File: src/rtl/mp3_pkg.sv
// Shared types and header field positions for the MPEG-1 Layer III frame sync block.
package mp3_pkg;

  typedef enum logic [1:0] {StHunt, StHdr, StCrc, StSide} state_e;

  localparam int unsigned HDR_BITS         = 32;
  localparam int unsigned CRC_BITS         = 16;
  localparam int unsigned SIDE_BITS_MONO   = 136;
  localparam int unsigned SIDE_BITS_STEREO = 256;

  localparam int unsigned ID_POS   = 19;
  localparam int unsigned LAYER_HI = 18;
  localparam int unsigned LAYER_LO = 17;
  localparam int unsigned PROT_POS = 16;
  localparam int unsigned BR_HI    = 15;
  localparam int unsigned BR_LO    = 12;
  localparam int unsigned SF_HI    = 11;
  localparam int unsigned SF_LO    = 10;
  localparam int unsigned MODE_HI  = 7;
  localparam int unsigned MODE_LO  = 6;

  localparam logic [1:0] LAYER_III = 2'b01;

endpackage

File: src/rtl/mp3_hdr_check.sv
// Combinational validity check of a captured 32-bit MPEG-1 Layer III frame header.
module mp3_hdr_check
  import mp3_pkg::*;
(
  input  logic [HDR_BITS-1:0] hdr,
  output logic                valid
);

  logic [1:0] layer;
  logic [3:0] bitrate_idx;
  logic [1:0] sf_idx;
  logic       unused_bits;

  always_comb begin
    layer       = hdr[LAYER_HI:LAYER_LO];
    bitrate_idx = hdr[BR_HI:BR_LO];
    sf_idx      = hdr[SF_HI:SF_LO];
    valid = (&hdr[HDR_BITS-1:20]) && hdr[ID_POS] && (layer == LAYER_III) &&
            (bitrate_idx != 4'h0) && (bitrate_idx != 4'hF) && (sf_idx != 2'd3);
  end

  assign unused_bits = ^{hdr[PROT_POS], hdr[9:0]};

endmodule

File: src/rtl/mp3_frame_sync.sv
// Serial MP3 frame synchroniser: hunts the sync word, validates the header, skips the CRC
// and streams the side-information bits downstream.
module mp3_frame_sync
  import mp3_pkg::*;
#(
  parameter int unsigned SYNC_BITS = 12,
  parameter int unsigned MAX_FAIL  = 255
) (
  input  logic        clk,
  input  logic        rst,
  input  logic        enable,
  output logic        rea,
  input  logic        data_in,
  input  logic        data_valid,
  output logic        hdr_valid,
  output logic [31:0] hdr,
  output logic        protection,
  output logic [15:0] crc,
  output logic        side_bit,
  output logic        side_valid,
  output logic        side_last,
  output logic        mono,
  output logic [7:0]  sync_errors
);

  state_e                state;
  logic [SYNC_BITS-2:0]  sync_sr;
  logic [HDR_BITS-2:0]   hdr_shift;
  logic [8:0]            bit_cnt;
  logic [SYNC_BITS-1:0]  sync_next;
  logic [HDR_BITS-1:0]   hdr_next;
  logic [8:0]            side_len_m1;
  logic                  hdr_ok;

  assign rea         = enable && !rst;
  assign sync_next   = {sync_sr, data_in};
  assign hdr_next    = {hdr_shift, data_in};
  assign side_len_m1 = mono ? 9'(SIDE_BITS_MONO - 1) : 9'(SIDE_BITS_STEREO - 1);

  mp3_hdr_check u_hdr_check (
    .hdr   (hdr_next),
    .valid (hdr_ok)
  );

  always_ff @(posedge clk) begin
    if (rst) begin
      state       <= StHunt;
      sync_sr     <= '0;
      hdr_shift   <= '0;
      bit_cnt     <= '0;
      hdr_valid   <= 1'b0;
      hdr         <= '0;
      protection  <= 1'b0;
      crc         <= '0;
      side_bit    <= 1'b0;
      side_valid  <= 1'b0;
      side_last   <= 1'b0;
      mono        <= 1'b0;
      sync_errors <= '0;
    end else begin
      hdr_valid  <= 1'b0;
      side_valid <= 1'b0;
      side_last  <= 1'b0;
      if (data_valid) begin
        unique case (state)
          StHunt: begin
            sync_sr <= sync_next[SYNC_BITS-2:0];
            if (&sync_next) begin
              // Preloading ones leaves the sync word in the top bits once the rest shifts in.
              state     <= StHdr;
              hdr_shift <= '1;
              bit_cnt   <= 9'(SYNC_BITS);
            end
          end
          StHdr: begin
            hdr_shift <= hdr_next[HDR_BITS-2:0];
            bit_cnt   <= bit_cnt + 9'd1;
            if (bit_cnt == 9'(HDR_BITS - 1)) begin
              bit_cnt <= '0;
              if (hdr_ok) begin
                hdr        <= hdr_next;
                hdr_valid  <= 1'b1;
                mono       <= (hdr_next[MODE_HI:MODE_LO] == 2'b11);
                protection <= !hdr_next[PROT_POS];
                crc        <= '0;
                state      <= hdr_next[PROT_POS] ? StSide : StCrc;
              end else begin
                if (sync_errors != 8'(MAX_FAIL)) sync_errors <= sync_errors + 8'd1;
                sync_sr <= '0;
                state   <= StHunt;
              end
            end
          end
          StCrc: begin
            crc     <= {crc[14:0], data_in};
            bit_cnt <= bit_cnt + 9'd1;
            if (bit_cnt == 9'(CRC_BITS - 1)) begin
              bit_cnt <= '0;
              state   <= StSide;
            end
          end
          StSide: begin
            side_bit   <= data_in;
            side_valid <= 1'b1;
            bit_cnt    <= bit_cnt + 9'd1;
            if (bit_cnt == side_len_m1) begin
              side_last <= 1'b1;
              bit_cnt   <= '0;
              sync_sr   <= '0;
              state     <= StHunt;
            end
          end
          default: state <= StHunt;
        endcase
      end
    end
  end

endmodule

File: config.mk
export PLATFORM = sky130hd
export DESIGN_NAME = mp3_frame_sync
export DESIGN_NICKNAME = d
export VERILOG_FILES = /design/src/rtl/mp3_pkg.sv /design/src/rtl/mp3_hdr_check.sv /design/src/rtl/mp3_frame_sync.sv
export SDC_FILE = /design/constraint.sdc
export NUM_CORES = 1
export LEC_CHECK = 0
export ABC_AREA = 0
export BUFFER_PORTS_ARGS = -buffer_cell sky130_fd_sc_hd__buf_4
export CAP_MARGIN = 5
export CORE_UTILIZATION = 40
export CTS_CLUSTER_SIZE = 30
export DETAILED_ROUTE_END_ITERATION = 8
export GPL_ROUTABILITY_DRIVEN = 0
export MAX_ROUTING_LAYER = met4
export PLACE_DENSITY = 0.69
export SLEW_MARGIN = 0
export SYNTH_ARGS = -nofsm -noshare
export SYNTH_HDL_FRONTEND = slang
export SYNTH_SLANG_ARGS = --single-unit
export TNS_END_PERCENT = 30
File: constraint.sdc
create_clock -name clk -period 2.8 [get_ports clk]
set_clock_uncertainty 0.1 [all_clocks]
set_input_delay 0.56 -clock clk [delete_from_list [all_inputs] [get_ports clk]]
set_output_delay 0.56 -clock clk [all_outputs]
set_load 0.05 [all_outputs]
Yosys cells after proc, flatten, opt, wreduce, memory -nomap -nowiden
Index checks and enable logic that the tools add are counted.

storage, ports and cells
  flip-flop bits (word level) = 115
  latch bits = 0
  memory bits (writable) = 0
  bits in read-only memories = 0
  input port bits = 5
  output and inout port bits = 63
  logic and storage cells = 88
  memories = 0

cells by class
  add/sub/neg operators = 2
  multipliers = 0
  div/mod/pow operators = 0
  $lt $le $gt $ge = 0
  equal/unequal tests = 17
  shift operators = 0
  mux-type cells = 25
  bitwise logic cells = 5
  reduce and logical (&&, ||, !) cells = 26

operators with widths
  kind                                           count
  case mux 31 bit (2 select lines)               1
  2-to-1 mux 9 bit                               4
  case mux 9 bit (4 select lines)                1
  2-to-1 mux 11 bit                              3
  case mux 11 bit (3 select lines)               1
  2-to-1 mux 16 bit                              2
  case mux 16 bit (2 select lines)               1
  2-to-1 mux 31 bit                              1
  AND reduction 12 bit                           2
  AND reduction 5 bit                            3
  != test 2 bit, second input constant           7
  2-to-1 mux 2 bit                               5
  adder 9 x 1 -> 9 bit, second input constant    1
  == test 9 x 4 -> 1 bit, second input constant  1
  == test 9 x 5 -> 1 bit, second input constant  1
  == test 9 x 8 -> 1 bit                         1
  adder 8 x 1 -> 8 bit, second input constant    1
  != test 8 bit, second input constant           1
  case mux 2 bit (4 select lines)                1
  AND reduction 4 bit                            2
  2-to-1 mux 7 bit                               1
  == test 2 bit, second input constant           3
  logical AND 1 bit                              6
  NOT 1 bit                                      5
  other kinds (13)                               20

Depth between registers and ports, before layout
  depth after elaboration = 9
  depth in mapped cells = 9
  depth with buffers taken out = 7

Hierarchy
A second synthesis with hierarchy kept.

unflattened totals
  cells, all modules = 575
  area total of the unflattened synthesis = 4,598.2 um^2

by module, submodules not included
  module          instances  cells an instance  area an instance (um^2)  sequential area each (um^2)
  mp3_frame_sync  1          566                4,534.3                  2,302.2
  mp3_hdr_check   1          9                  63.8                     0.0

Least setup slack after synthesis
Ideal clock, no wire load.

  path kind = flip-flop to flip-flop
  from = register mono
  to = register with a tool-made name
  setup time = 70 ps
  data arrival time = 2,338 ps
  required time = 2,630 ps
  path slack = 292 ps
  stages on the path, launching flop included = 6
  buffers on the path = 0
  period minus slack after synthesis = 2,508 ps
  path through = dfxtp_1 > or4b_2 > o221ai_1 > nand4_1 > or4_1 > a21oi_1

RTL lines
  what                    line                  RTL
  start, declared         mp3_frame_sync.sv:22  output logic mono,
  start signal, assigned  mp3_frame_sync.sv:83  mono <= (hdr_next[MODE_HI:MODE_LO] == 2'b11);

Worst setup path after layout
  from = register bit_cnt[5]
  to = register sync_errors[7]

between the ends
  word-level cells in the longest chain between the ends = 2

ends and longest elaborated chain
  what                                  line                  RTL
  start, declared                       mp3_frame_sync.sv:29  logic [8:0] bit_cnt;
  start signal, assigned                mp3_frame_sync.sv:72  bit_cnt <= 9'(SYNC_BITS);
  start signal, assigned                mp3_frame_sync.sv:77  bit_cnt <= bit_cnt + 9'd1;
  start signal, assigned                mp3_frame_sync.sv:96  bit_cnt <= bit_cnt + 9'd1;
  == test 9 x 5 -> 1 bit                mp3_frame_sync.sv:78  if (bit_cnt == 9'(HDR_BITS - 1)) begin
  AND reduction 5 bit (no source line)  -
  end signal, assigned                  mp3_frame_sync.sv:88  if (sync_errors != 8'(MAX_FAIL)) sync_errors <= sync_errors + 8'd1;
  end, declared                         mp3_frame_sync.sv:23  output logic [7:0] sync_errors

No other way between the ends.
A chain may end at the register's enable or synchronous reset.

==> reports/qor.log <==
INFO  outcome        run_status=completed
INFO  synthesis      syn_nets=504
INFO  sta            final.setup.tns=0ns
INFO  setup_path     critical-path-slowest-cell=sky130_fd_sc_hd__or4_4
INFO  clock_tree     postCtsResizedCells=0
INFO  job            max-cap-violations=0
INFO  setup_path     crit_path_end_kind=register
INFO  placement      buffer_ports.inserted=67
INFO  routing        detailroute.wirelength.met2=4.92mm
INFO  die            die_width=109µm
INFO  setup_path     critPathMaxStageDelay=0.58ns
INFO  synthesis      synth_enable_flop_cells=0
INFO  final_layout   fin_nets=572
INFO  sta            grt_setup_unrepaired=no
INFO  clock_tree     cts_post_setup_buffers_inserted=0
INFO  power          static-leakage-power=2.37nW
INFO  clock_tree     clkSinkCount=115
INFO  die            die_boundary_height=109µm
INFO  synthesis      cell_type_contributing_the_most_total_cell_area_after_synthesis=sky130_fd_sc_hd__dfxtp_1
INFO  synthesis      seq_cells_post_synth=115
INFO  sta            number_of_setup_violations_in_the_final_report=0
INFO  routing        wire_per_inst=14.3µm
INFO  setup_path     crit_path_max_fanout=8
INFO  clock_tree     worst_setup_hold_path_clk_slew=0.06ns
INFO  routing        remaining_drcs=0
INFO  global_route   first_global_vias=3580
INFO  synthesis      synth.avg_cell_area=9.22µm²
INFO  routing        met1Wirelength=4.76mm
INFO  setup_path     critical_path_required=2.99ns
INFO  sta            fmaxAchievable=403MHz
INFO  clock_tree     cts.root.buffer_cell=sky130_fd_sc_hd__clkbuf_16
INFO  synthesis      synth-seq-area-share=50.6%
INFO  clock_tree     worst_skew_pair.late_latency=0.40ns
INFO  setup_path     worst_r2r_endpoint=sync_errors[7]
INFO  worst_hold_path min-delay-path-class=reg -> reg
INFO  sta            hold_viol=0
INFO  setup_path     timing.critical_path.from_type=register
INFO  global_route   first_pass_grt_wire_length=16.9mm
INFO  sta            worst_slew_margin_rel=53.0%
INFO  routing        met3WireLength=361µm
INFO  setup_path     r2r.worst_path.cells=5
INFO  sta            hold-worst-slack=0.347ns
INFO  routing        drt-initial-drc-count=281
INFO  synthesis      synth.distinct_cells=52
INFO  worst_hold_path holdPathStages=2
INFO  routing        wl=10.2mm
INFO  routing        drtAntennaViolNets=0
INFO  final_layout   insertedDiodeCount=0
INFO  routing        route.top_layer_used=met4
INFO  global_route   grt_max_degree=57
INFO  synthesis      post_synth_inst_count=493
INFO  setup_path     launch_instance_of_the_worst_register_to_register_path=bit_cnt[5]
INFO  setup_path     cp.buffers_inverters=0
INFO  setup_path     criticalPathCategory=reg -> reg
INFO  worst_hold_path worstHoldStart=hdr[27]
INFO  clock_tree     tritoncts=built
INFO  synthesis      number_of_synthesis_warnings=0
INFO  synthesis      asyncSetResetFlopFracSynth=0%
INFO  sta            finalWorstPathRequiredPeriod=2.48ns
INFO  die            std_cell_rows=38
INFO  die            floorplan.core_area=10900µm²
INFO  clock_tree     hold_buffers=0
INFO  clock_tree     clock_tree.htree_level_count=4
INFO  die            initial_utilization=41.6%
INFO  synthesis      postSynth.topFlopCell=sky130_fd_sc_hd__dfxtp_1
INFO  global_route   grt.overflow.total=0
INFO  final_layout   layout-drive-gt1-share=22.1%
INFO  placement      detailedPlacementHpwl=6.57mm
INFO  global_route   grt_antenna_before_repair=0
INFO  setup_path     timing.reg2reg.setup_slack=0.32ns
INFO  die            ios=68
INFO  routing        route.detailed.vias_per_inst=5.25
INFO  setup_path     path_cells=or4_4, or3_4, a2111oi_4, nand3_1, mux2_1
INFO  global_route   total_grt_usage=18.8%
INFO  final_layout   synthToLayoutAreaGrowth=27.9%
INFO  synthesis      mappedNetlistArea=4550µm²
INFO  routing        drt-pass1-iter-count=4
INFO  worst_hold_path timing.hold.worst_endpoint=hdr[27]
INFO  routing        via_count=3747
INFO  setup_path     worstPathArrival=2.67ns
INFO  synthesis      largest_cells_by_area_after_synthesis=sky130_fd_sc_hd__dfxtp_1, sky130_fd_sc_hd__mux2i_1, sky130_fd_sc_hd__o22ai_1, sky130_fd_sc_hd__nor2_1, sky130_fd_sc_hd__nand2b_1
INFO  power          power_density_over_the_cells=669nW/µm²
INFO  sta            final-max-slew-violation-count=0
INFO  power          worst_ir_drop_vdd=337µV
INFO  synthesis      yosys.area.top_type_share=50.6%
INFO  sta            worst_slew_pin_slew=0.698ns
INFO  die            die_area=11800µm²
INFO  clock_tree     cts_inserted_buffers=17
INFO  setup_path     cp_top_family=simple AND/OR/NAND/NOR gates
INFO  sta            layout_worst_path_cycle_share=88.5%
INFO  clock_tree     longest_clk_path_bufs=2
==> power by group <==
group	internal, mW	switching [mW]	leakage (nW)
combinational	0.0203	0.0424	1.15
sequential	1.64	0.00142	0.926
clock	1.41	0.781	0.298
==> per-stage QoR <==
| stage | instance area, µm² | total power, mW | utilization [%] | worst slack (ns) | instances |
|---|---|---|---|---|---|
| detailed placement | 5210 | 1.74 | 47.6 | 0.351 | 682 |
| CTS | 5820 | 3.93 | 53.2 | 0.338 | 714 |
| global route | 5820 | 4.02 | 53.2 | 0.238 | 714 |
| floorplan | 4550 | 1.72 | - | 0.292 | 493 |
| global placement | 5210 | 1.74 | 47.6 | 0.377 | 682 |
| finish | 5820 | 3.89 | 53.2 | 0.321 | 714 |
==> registers in the layout (all words and copies together) (netlist names), 8 cells and up, named ones only <==
signal       flops
crc             16
hdr             32
sync_errors      8
sync_sr         11
hdr_shift       31
bit_cnt          9
==> synthesized netlist by cell type (3+ instances only) <==
master and number:
sky130_fd_sc_hd__dfxtp_1 115, sky130_fd_sc_hd__nor2_1 66, sky130_fd_sc_hd__o22ai_1 45, sky130_fd_sc_hd__nand2_1 33
sky130_fd_sc_hd__mux2i_1 29, sky130_fd_sc_hd__nand2b_1 29, sky130_fd_sc_hd__clkbuf_1 27, sky130_fd_sc_hd__a21oi_1 22
sky130_fd_sc_hd__inv_1 21, sky130_fd_sc_hd__nand3_1 13, sky130_fd_sc_hd__nand4_1 9, sky130_fd_sc_hd__nor3_1 7
sky130_fd_sc_hd__ha_1 6, sky130_fd_sc_hd__nand4b_1 6, sky130_fd_sc_hd__a31oi_1 5, sky130_fd_sc_hd__and4_1 4
sky130_fd_sc_hd__xnor2_1 4, sky130_fd_sc_hd__buf_2 3, sky130_fd_sc_hd__nor2b_1 3, sky130_fd_sc_hd__o31ai_1 3
sky130_fd_sc_hd__or2_2 3
==> worst max-delay path by stage <==
stage | from | to | slack, ns | cells past startpoint
after floorplan | mono | register | 0.29 | 5
after global placement | data_in | register | 0.38 | 6
after detailed placement | bit_cnt[5] | sync_errors[7] | 0.35 | 5
after CTS | bit_cnt[5] | sync_errors[7] | 0.34 | 5
after global routing | bit_cnt[5] | sync_errors[5] | 0.24 | 5
final | bit_cnt[5] | sync_errors[7] | 0.32 | 5
==> cell usage in the layout, fill, tap and decap left out, types with 2 or more instances in the layout <==
| cell | synthesis | routed |
|---|---|---|
| sky130_fd_sc_hd__a2111oi_1 | 2 | 2 |
| sky130_fd_sc_hd__a21oi_1 | 22 | 22 |
| sky130_fd_sc_hd__a31oi_1 | 5 | 5 |
| sky130_fd_sc_hd__and3_1 | 2 | 2 |
| sky130_fd_sc_hd__and4_1 | 4 | 4 |
| sky130_fd_sc_hd__buf_4 | 1 | 81 |
| sky130_fd_sc_hd__bufinv_16 | 0 | 3 |
| sky130_fd_sc_hd__clkbuf_16 | 0 | 17 |
| sky130_fd_sc_hd__clkinv_2 | 0 | 3 |
| sky130_fd_sc_hd__clkinv_4 | 0 | 6 |
| sky130_fd_sc_hd__dfxtp_1 | 115 | 115 |
| sky130_fd_sc_hd__ha_1 | 6 | 6 |
| sky130_fd_sc_hd__inv_1 | 21 | 21 |
| sky130_fd_sc_hd__inv_6 | 0 | 2 |
| sky130_fd_sc_hd__mux2_1 | 2 | 2 |
| sky130_fd_sc_hd__mux2i_1 | 29 | 29 |
| sky130_fd_sc_hd__nand2_1 | 33 | 33 |
| sky130_fd_sc_hd__nand2b_1 | 29 | 29 |
| sky130_fd_sc_hd__nand3_1 | 13 | 12 |
| sky130_fd_sc_hd__nand3b_1 | 2 | 2 |
| sky130_fd_sc_hd__nand4_1 | 9 | 9 |
| sky130_fd_sc_hd__nand4b_1 | 6 | 6 |
| sky130_fd_sc_hd__nor2_1 | 66 | 66 |
| sky130_fd_sc_hd__nor2b_1 | 3 | 3 |
| sky130_fd_sc_hd__nor3_1 | 7 | 7 |
| sky130_fd_sc_hd__nor4_1 | 2 | 2 |
| sky130_fd_sc_hd__o21ai_0 | 2 | 2 |
| sky130_fd_sc_hd__o221ai_1 | 2 | 2 |
| sky130_fd_sc_hd__o22ai_1 | 45 | 45 |
| sky130_fd_sc_hd__o31ai_1 | 3 | 3 |
| sky130_fd_sc_hd__o32ai_1 | 2 | 2 |
| sky130_fd_sc_hd__or2_2 | 3 | 3 |
| sky130_fd_sc_hd__or4_1 | 2 | 2 |
| sky130_fd_sc_hd__xnor2_1 | 4 | 4 |
==> cell families after synthesis <==
| logic type | share of synthesized area (%) |
|---|---|
| adders and majority gates | 1.65 |
| DFF | 50.6 |
| xor gates and xnor gates | 0.770 |
| buffers and inverters | 4.54 |
| muxes | 6.88 |
| AOI/OAI and AO/OA | 14.5 |
| and+or+nand+nor | 21.0 |
==> layer usage <==
layer / global-route usage, % / up-vias
met2: 29.3 / 87
met3: 4.42 / 15
met5: - / -
met1: 23.1 / 1757
li1: - / 1888
met4: 8.69 / 0
==> tightest hold or removal path, stage by stage, from the launching register on <==
cell and delay, ns:
sky130_fd_sc_hd__dfxtp_1 0.31, sky130_fd_sc_hd__inv_1 0.05, sky130_fd_sc_hd__a21oi_1 0.05
==> cell type report <==
type | instances | area [µm²]
fillers | 976 | 5120
flip-flops and latches | 115 | 2300
multi-input cells | 325 | 2040
repair buffers | 81 | 608
clock buffers | 17 | 425
clock inverters | 15 | 183
well taps | 140 | 175
inverters | 21 | 78.8
No activity file was read; power rests on OpenSTA's default activity.
